### config.mk
export PLATFORM = sky130hd
export DESIGN_NAME = pipe_hazard_ctrl_flat
export DESIGN_NICKNAME = d
export VERILOG_FILES = /design/src/rtl/pipe_hazard_ctrl_if.sv /design/src/rtl/pipe_hazard_ctrl.sv /design/src/flat_wrapper.sv
export SDC_FILE = /design/constraint.sdc
export NUM_CORES = 1
export LEC_CHECK = 0
export BUFFER_PORTS_ARGS = -buffer_cell sky130_fd_sc_hd__buf_4
export CAP_MARGIN = 20
export CORE_MARGIN = 2
export CORE_UTILIZATION = 44
export DETAILED_ROUTE_END_ITERATION = 6
export PLACE_DENSITY_LB_ADDON = 0.25
export SLEW_MARGIN = 20
export SYNTH_ARGS = -nofsm -noshare
export SYNTH_HDL_FRONTEND = slang
export SYNTH_SLANG_ARGS = --single-unit
export TNS_END_PERCENT = 5
### constraint.sdc
create_clock -name clk -period 1.5 [get_ports clk]
set_input_delay 0.225 -clock clk [delete_from_list [all_inputs] [get_ports clk]]
set_output_delay 0.225 -clock clk [all_outputs]
set_load 0.05 [all_outputs]
### src/rtl/pipe_hazard_ctrl_if.sv
// Signal bundle between the LEGv8 pipeline register chain and pipe_hazard_ctrl.
// Performance counter outputs exist only when PIPE_PERF_CNT_EN is defined.
interface pipe_hazard_ctrl_if #(
  parameter int CNT_W = 32
);
  logic [4:0] id_rn;
  logic [4:0] id_rm;
  logic       id_uses_rm;
  logic       ex_mem_read;
  logic [4:0] ex_rd;
  logic [4:0] ex_rn;
  logic [4:0] ex_rm;
  logic       mem_reg_write;
  logic [4:0] mem_rd;
  logic       wb_reg_write;
  logic [4:0] wb_rd;
  logic       branch_taken;
  logic       dmem_req;
  logic       dmem_ready;

  logic       pc_en;
  logic       if_id_en;
  logic       id_ex_en;
  logic       ex_mem_en;
  logic       mem_wb_en;
  logic       if_id_flush;
  logic       id_ex_flush;
  logic       ex_mem_flush;
  logic [1:0] fwd_a;
  logic [1:0] fwd_b;
  logic       timeout_err;

`ifdef PIPE_PERF_CNT_EN
  logic [CNT_W-1:0] stall_cycles;
  logic [CNT_W-1:0] flush_events;
  logic [CNT_W-1:0] wait_cycles;

  modport master (
    output id_rn, id_rm, id_uses_rm, ex_mem_read, ex_rd, ex_rn, ex_rm,
           mem_reg_write, mem_rd, wb_reg_write, wb_rd, branch_taken,
           dmem_req, dmem_ready,
    input  pc_en, if_id_en, id_ex_en, ex_mem_en, mem_wb_en,
           if_id_flush, id_ex_flush, ex_mem_flush, fwd_a, fwd_b, timeout_err,
           stall_cycles, flush_events, wait_cycles
  );

  modport slave (
    input  id_rn, id_rm, id_uses_rm, ex_mem_read, ex_rd, ex_rn, ex_rm,
           mem_reg_write, mem_rd, wb_reg_write, wb_rd, branch_taken,
           dmem_req, dmem_ready,
    output pc_en, if_id_en, id_ex_en, ex_mem_en, mem_wb_en,
           if_id_flush, id_ex_flush, ex_mem_flush, fwd_a, fwd_b, timeout_err,
           stall_cycles, flush_events, wait_cycles
  );
`else
  modport master (
    output id_rn, id_rm, id_uses_rm, ex_mem_read, ex_rd, ex_rn, ex_rm,
           mem_reg_write, mem_rd, wb_reg_write, wb_rd, branch_taken,
           dmem_req, dmem_ready,
    input  pc_en, if_id_en, id_ex_en, ex_mem_en, mem_wb_en,
           if_id_flush, id_ex_flush, ex_mem_flush, fwd_a, fwd_b, timeout_err
  );

  modport slave (
    input  id_rn, id_rm, id_uses_rm, ex_mem_read, ex_rd, ex_rn, ex_rm,
           mem_reg_write, mem_rd, wb_reg_write, wb_rd, branch_taken,
           dmem_req, dmem_ready,
    output pc_en, if_id_en, id_ex_en, ex_mem_en, mem_wb_en,
           if_id_flush, id_ex_flush, ex_mem_flush, fwd_a, fwd_b, timeout_err
  );
`endif
endinterface

### src/rtl/pipe_hazard_ctrl.sv
// Hazard/sequencing controller for the 5-stage LEGv8 pipeline: stalls, flushes, freezes, forwarding.
// Define PIPE_PERF_CNT_EN to add stall/flush/wait performance counters.
//
// state    | meaning
// RUN      | pipeline advancing (normal, load-use stall or branch flush)
// MEM_WAIT | data memory busy, whole pipeline frozen
module pipe_hazard_ctrl #(
  parameter int WAIT_TIMEOUT = 16,
  parameter int CNT_W        = 32
) (
  input  logic              clk,
  input  logic              reset_n,
  pipe_hazard_ctrl_if.slave bus
);

  typedef enum logic [1:0] {
    RUN      = 2'b00,
    MEM_WAIT = 2'b01
  } state_t;

  localparam logic [7:0] TIMEOUT_CNT = 8'(WAIT_TIMEOUT);

  state_t     state_q, state_d;
  logic [7:0] wait_cnt_q, wait_cnt_d;
  logic       timeout_q, timeout_d;
  logic       freeze;
  logic       load_use;

  // XZR (31) is never a real producer, so it can neither stall nor forward.
  function automatic logic [1:0] fwd_sel(input logic [4:0] src,
                                         input logic mem_wr, input logic [4:0] mem_rd,
                                         input logic wb_wr, input logic [4:0] wb_rd);
    logic [1:0] sel;
    sel = 2'b00;
    if (mem_wr && mem_rd != 5'd31 && mem_rd == src)
      sel = 2'b10;
    else if (wb_wr && wb_rd != 5'd31 && wb_rd == src)
      sel = 2'b01;
    return sel;
  endfunction

  assign freeze   = bus.dmem_req & ~bus.dmem_ready;
  assign load_use = bus.ex_mem_read && bus.ex_rd != 5'd31 &&
                    (bus.ex_rd == bus.id_rn || (bus.id_uses_rm && bus.ex_rd == bus.id_rm));

  always_ff @(posedge clk or negedge reset_n) begin
    if (!reset_n) begin
      state_q    <= RUN;
      wait_cnt_q <= 8'd0;
      timeout_q  <= 1'b0;
    end else begin
      state_q    <= state_d;
      wait_cnt_q <= wait_cnt_d;
      timeout_q  <= timeout_d;
    end
  end

  always_comb begin
    state_d          = state_q;
    wait_cnt_d       = wait_cnt_q;
    timeout_d        = timeout_q;
    bus.pc_en        = 1'b1;
    bus.if_id_en     = 1'b1;
    bus.id_ex_en     = 1'b1;
    bus.ex_mem_en    = 1'b1;
    bus.mem_wb_en    = 1'b1;
    bus.if_id_flush  = 1'b0;
    bus.id_ex_flush  = 1'b0;
    bus.ex_mem_flush = 1'b0;
    bus.fwd_a        = fwd_sel(bus.ex_rn, bus.mem_reg_write, bus.mem_rd,
                               bus.wb_reg_write, bus.wb_rd);
    bus.fwd_b        = fwd_sel(bus.ex_rm, bus.mem_reg_write, bus.mem_rd,
                               bus.wb_reg_write, bus.wb_rd);
    bus.timeout_err  = timeout_q;

    if (freeze) begin
      state_d = MEM_WAIT;
      if (wait_cnt_q == TIMEOUT_CNT)
        timeout_d = 1'b1;
      if (wait_cnt_q != 8'hff)
        wait_cnt_d = wait_cnt_q + 8'd1;
    end else if (state_q == MEM_WAIT) begin
      state_d    = RUN;
      wait_cnt_d = 8'd0;
    end

    // A taken branch held in EX/MEM during a freeze only acts once the freeze lifts.
    if (freeze) begin
      bus.pc_en     = 1'b0;
      bus.if_id_en  = 1'b0;
      bus.id_ex_en  = 1'b0;
      bus.ex_mem_en = 1'b0;
      bus.mem_wb_en = 1'b0;
    end else if (bus.branch_taken) begin
      bus.if_id_flush  = 1'b1;
      bus.id_ex_flush  = 1'b1;
      bus.ex_mem_flush = 1'b1;
    end else if (load_use) begin
      bus.pc_en       = 1'b0;
      bus.if_id_en    = 1'b0;
      bus.id_ex_flush = 1'b1;
    end

    if (!reset_n) begin
      bus.pc_en        = 1'b0;
      bus.if_id_en     = 1'b0;
      bus.id_ex_en     = 1'b0;
      bus.ex_mem_en    = 1'b0;
      bus.mem_wb_en    = 1'b0;
      bus.if_id_flush  = 1'b1;
      bus.id_ex_flush  = 1'b1;
      bus.ex_mem_flush = 1'b1;
      bus.fwd_a        = 2'b00;
      bus.fwd_b        = 2'b00;
    end
  end

`ifdef PIPE_PERF_CNT_EN
  logic stall_evt;
  logic flush_evt;

  assign flush_evt = ~freeze & bus.branch_taken;
  assign stall_evt = ~freeze & ~bus.branch_taken & load_use;

  always_ff @(posedge clk or negedge reset_n) begin
    if (!reset_n) begin
      bus.stall_cycles <= '0;
      bus.flush_events <= '0;
      bus.wait_cycles  <= '0;
    end else begin
      if (stall_evt)
        bus.stall_cycles <= bus.stall_cycles + 1'b1;
      if (flush_evt)
        bus.flush_events <= bus.flush_events + 1'b1;
      if (freeze)
        bus.wait_cycles <= bus.wait_cycles + 1'b1;
    end
  end
`endif

endmodule
### src/flat_wrapper.sv
// flat-port wrapper written by rule: the top's interface ports become plain ports
module pipe_hazard_ctrl_flat 
#(
  parameter int WAIT_TIMEOUT = 16,
  parameter int CNT_W        = 32
)
  (clk, reset_n, bus_id_rn, bus_id_rm, bus_id_uses_rm, bus_ex_mem_read, bus_ex_rd, bus_ex_rn, bus_ex_rm, bus_mem_reg_write, bus_mem_rd, bus_wb_reg_write, bus_wb_rd, bus_branch_taken, bus_dmem_req, bus_dmem_ready, bus_pc_en, bus_if_id_en, bus_id_ex_en, bus_ex_mem_en, bus_mem_wb_en, bus_if_id_flush, bus_id_ex_flush, bus_ex_mem_flush, bus_fwd_a, bus_fwd_b, bus_timeout_err);
  pipe_hazard_ctrl_if #(.CNT_W(CNT_W)) bus_i ();
  input  logic clk;
  input  logic reset_n;
  input wire logic [$bits(bus_i.id_rn)-1:0] bus_id_rn;
  input wire logic [$bits(bus_i.id_rm)-1:0] bus_id_rm;
  input wire logic [$bits(bus_i.id_uses_rm)-1:0] bus_id_uses_rm;
  input wire logic [$bits(bus_i.ex_mem_read)-1:0] bus_ex_mem_read;
  input wire logic [$bits(bus_i.ex_rd)-1:0] bus_ex_rd;
  input wire logic [$bits(bus_i.ex_rn)-1:0] bus_ex_rn;
  input wire logic [$bits(bus_i.ex_rm)-1:0] bus_ex_rm;
  input wire logic [$bits(bus_i.mem_reg_write)-1:0] bus_mem_reg_write;
  input wire logic [$bits(bus_i.mem_rd)-1:0] bus_mem_rd;
  input wire logic [$bits(bus_i.wb_reg_write)-1:0] bus_wb_reg_write;
  input wire logic [$bits(bus_i.wb_rd)-1:0] bus_wb_rd;
  input wire logic [$bits(bus_i.branch_taken)-1:0] bus_branch_taken;
  input wire logic [$bits(bus_i.dmem_req)-1:0] bus_dmem_req;
  input wire logic [$bits(bus_i.dmem_ready)-1:0] bus_dmem_ready;
  output wire logic [$bits(bus_i.pc_en)-1:0] bus_pc_en;
  output wire logic [$bits(bus_i.if_id_en)-1:0] bus_if_id_en;
  output wire logic [$bits(bus_i.id_ex_en)-1:0] bus_id_ex_en;
  output wire logic [$bits(bus_i.ex_mem_en)-1:0] bus_ex_mem_en;
  output wire logic [$bits(bus_i.mem_wb_en)-1:0] bus_mem_wb_en;
  output wire logic [$bits(bus_i.if_id_flush)-1:0] bus_if_id_flush;
  output wire logic [$bits(bus_i.id_ex_flush)-1:0] bus_id_ex_flush;
  output wire logic [$bits(bus_i.ex_mem_flush)-1:0] bus_ex_mem_flush;
  output wire logic [$bits(bus_i.fwd_a)-1:0] bus_fwd_a;
  output wire logic [$bits(bus_i.fwd_b)-1:0] bus_fwd_b;
  output wire logic [$bits(bus_i.timeout_err)-1:0] bus_timeout_err;
  assign bus_i.id_rn = bus_id_rn;
  assign bus_i.id_rm = bus_id_rm;
  assign bus_i.id_uses_rm = bus_id_uses_rm;
  assign bus_i.ex_mem_read = bus_ex_mem_read;
  assign bus_i.ex_rd = bus_ex_rd;
  assign bus_i.ex_rn = bus_ex_rn;
  assign bus_i.ex_rm = bus_ex_rm;
  assign bus_i.mem_reg_write = bus_mem_reg_write;
  assign bus_i.mem_rd = bus_mem_rd;
  assign bus_i.wb_reg_write = bus_wb_reg_write;
  assign bus_i.wb_rd = bus_wb_rd;
  assign bus_i.branch_taken = bus_branch_taken;
  assign bus_i.dmem_req = bus_dmem_req;
  assign bus_i.dmem_ready = bus_dmem_ready;
  assign bus_pc_en = bus_i.pc_en;
  assign bus_if_id_en = bus_i.if_id_en;
  assign bus_id_ex_en = bus_i.id_ex_en;
  assign bus_ex_mem_en = bus_i.ex_mem_en;
  assign bus_mem_wb_en = bus_i.mem_wb_en;
  assign bus_if_id_flush = bus_i.if_id_flush;
  assign bus_id_ex_flush = bus_i.id_ex_flush;
  assign bus_ex_mem_flush = bus_i.ex_mem_flush;
  assign bus_fwd_a = bus_i.fwd_a;
  assign bus_fwd_b = bus_i.fwd_b;
  assign bus_timeout_err = bus_i.timeout_err;
  pipe_hazard_ctrl #(.WAIT_TIMEOUT(WAIT_TIMEOUT), .CNT_W(CNT_W)) u_core (.clk(clk), .reset_n(reset_n), .bus(bus_i));
endmodule
==> results_dict.tcl <==
set metrics [dict create \
    vias_per_cell 5.42 \
    run_status "finished, violations left" \
    synth_edf_count 0 \
    cts_buffers 3 \
    dr_total_vias 1209 \
    total_nets_after_synthesis 169 \
    worstMarginPinSlew_ps 513 \
    drv_cap 0 \
    mostFrequentLayoutCell "buf_4" \
    postSynth.topFlopCell "dfrtp_1" \
    grt_setup_unrepaired "true" \
    cellPowerDensity_nw_per_um2 564 \
    grt_util_all_layers_pct 27.3 \
    yosys.area.top_type_share_pct 23.7 \
    post-dp-hpwl_microns 2660 \
    cts.htree.levels 1 \
    drtPass1Iterations 4 \
    count_of_antenna_violating_nets_left_after_detailed_routing 0 \
    critical-path-slowest-cell "or4_4" \
    clock.fmax_mhz 568 \
    netlist.top_cell.by_area "dfrtp_1" \
    antenna_found_initial 0 \
    most-common-layout-cells "64 x buf_4, 22 x xor2_1, 11 x nand2_1, 10 x dfrtp_1, 8 x buf_6" \
    dpl_worst_slack_ps -324 \
    critPathArrivalTime_ps 1530 \
    cts_tree "yes" \
    timing.final.max_slew_violations 0 \
    placement_rows 17 \
    critPathKind "input pin to primary output" \
    clkSinkCount 10 \
    ff2ff_setup_slack_ps 90 \
    ys_seq_area_share_pct 23.7 \
    failing_checks "negative setup slack" \
    num-nets-final 242 \
    rr_endpoint "u_core.wait_cnt_q[5]$_DFFE_PN0P_" \
    boundaryPins 57 \
    yosys_warnings 0 \
    cts_root_buf "clkbuf_4" \
    irDropWorstVdd_uv 755 \
    reg2reg_depth 5 \
    critical_path_peak_fanout 3 \
    clockBufferDepth 2 \
    synthesis.instances 123 \
    post-route-period-util_pct 117 \
    setup.worst_path.start_class "input pin" \
    gpl.final_weighted_congestion 0.809 \
    cp_cell_sequence "buf_4 -> nand2_1 -> o211ai_1 -> or4_4 -> nor4_4 -> buf_6" \
    synth_cell_types 39 \
    antenna_cells_inserted 0 \
    holdPathStages 5 \
    design.core.area_sq_um 2230 \
    layout-drive-gt1-share_pct 49.7 \
    period_minus_slack_ps 1760 \
    worstHoldStart "bus_dmem_req" \
    cp_endpoint_kind "primary output" \
    dieWidth_microns 53.0 \
    leakage_nw 0.864 \
    setup_tns_ps -1190 \
    worstReg2RegStart "u_core.wait_cnt_q[0]$_DFFE_PN0P_" \
    grt_remaining_overflow 0 \
    syn2layout_area_growth_pct 68.5 \
    post_route_wl_microns 3340 \
    clkLatencyLatePin_ps 270 \
    timing_hold_violations_final 0 \
    global_route_wire_length_before_repair_microns 5580 \
    drt_first_iter_violations 23 \
    number_of_global_route_vias_before_repair 1295 \
    synth_area_per_cell_sq_um 8.59 \
    cp_data_required_time_ps 1270 \
    final.setup_skew_ps 10.3 \
    cts.clk_slew.worst_paths_ps 80 \
    finalSetupViolCount 7 \
    initial_utilization_pct 47.3 \
    worst_path_largest_cell_delay_ps 580 \
    dieArea_sq_um 2810 \
    hold_path.class "input pin to flop" \
    postSynthRegisterBits 10 \
    synth.area.top_cells "dfrtp_1 24%, xor2_1 19%, xnor2_1 5.8%" \
    maxSlewHeadroom_pct 65.5 \
    min_delay_worst_endpoint "u_core.wait_cnt_q[0]$_DFFE_PN0P_" \
    drc_violations_left 0 \
    grt_start_max_net_pins 11 \
    die_y_microns 53.0 \
    ys_async_sr_fraction_pct 100 \
    wire_per_inst_microns 15.0 \
    fin_ws_ps -260 \
    synthesis.area_sq_um 1060 \
    placement.io_buffers 56 \
]
==> worst max-delay path: cells and delay by family <==
kind	cells	cell delay, ps
compound gates	1	140
buf+inv	2	330
simple gates	3	840
==> sequential cells by signal (all words and copies together), names as in the netlist <==
name / count
u_core.bus.timeout_err: 1
u_core.wait_cnt_q: 8
u_core.state_q: 1
==> cell type report <==
class / instances / area [sq um]
clock buffers: 4 / 36.3
fillers: 148 / 454
inverters: 4 / 15.0
multi-input cells: 100 / 802
flip-flops and latches: 10 / 250
well taps: 28 / 35.0
repair buffers: 77 / 641
==> cell usage after synthesis, drive strengths merged (2+ instances only) <==
master and n:
nand2 11, o21ai 5, nand2b 2, nand3 8, nor4 6, xnor2 7
a21oi 2, ha 2, nand4 5, xor2 23, inv 4, dfrtp 10
mux2i 2, a31oi 2, and2 4, or4 2, nor2 4, buf 9
==> report_power, final <==
part	total (mW)	switching [mW]	internal, mW
Combinational	0.456	0.233	0.223
Clock	0.250	0.102	0.148
Sequential	0.298	0.0133	0.284
Total	1.00	0.349	0.655
==> metrics by stage <==
stage | hold slack (ps) | instances | instance area [sq um] | power [mW] | util [%]
after global routing | 492 | 223 | 1780 | 1.06 | 79.7
after detailed placement | 186 | 218 | 1640 | 0.728 | 73.2
after floorplan | -70.6 | 123 | 1100 | 0.521 | -
final | 470 | 223 | 1780 | 1.00 | 79.7
after CTS | 466 | 223 | 1770 | 1.01 | 79.4
after global placement | 184 | 218 | 1640 | 0.710 | 73.2
==> per-layer routing <==
layer | track usage, % | up-vias | part of all wire (%)
met5 | 0 | - | 0
met4 | 10.3 | 0 | 1.8
met3 | 7.91 | 8 | 6.7
met2 | 51.5 | 51 | 53
met1 | 28.0 | 569 | 38
li1 | - | 581 | -
==> timing repair <==
item	in CTS	in global routing
endpoints found under the hold margin	10	0
resized for setup	23	1
endpoints found under the setup margin	7	7
hold buffers	1	0
pin swaps	7	0
setup buffers	0	0
==> worst max-delay path by stage <==
| stage | start | end | slack (ps) | cells past startpoint |
|---|---|---|---|---|
| 5_1_grt | bus_id_rm[1] | bus_if_id_en | -300 | 6 |
| 3_3_place_gp | bus_ex_rd[4] | bus_if_id_en | -270 | 6 |
| 3_5_place_dp | bus_ex_rd[4] | bus_if_id_en | -320 | 6 |
| 4_1_cts | bus_id_rm[1] | bus_if_id_en | -240 | 6 |
| 2_1_floorplan | bus_ex_rd[4] | bus_pc_en | -220 | 5 |
| 6_report | bus_wb_rd[2] | bus_fwd_b[0] | -260 | 6 |
==> cell families (layout without fill, tap and decap cells) <==
kind of cell | Yosys count | in the layout | synth area share [%]
adder cells (fa/ha/maj) | 2 | 2 | 2.37
buffers and inverters | 13 | 85 | 7.46
XOR/XNOR | 30 | 30 | 24.9
AND/OR/NAND/NOR | 45 | 45 | 25.2
multiplexers | 2 | 2 | 1.90
flip-flops | 10 | 10 | 23.7
AO/OA/AOI/OAI | 21 | 21 | 14.5
Power figures use the tool's default switching activity.
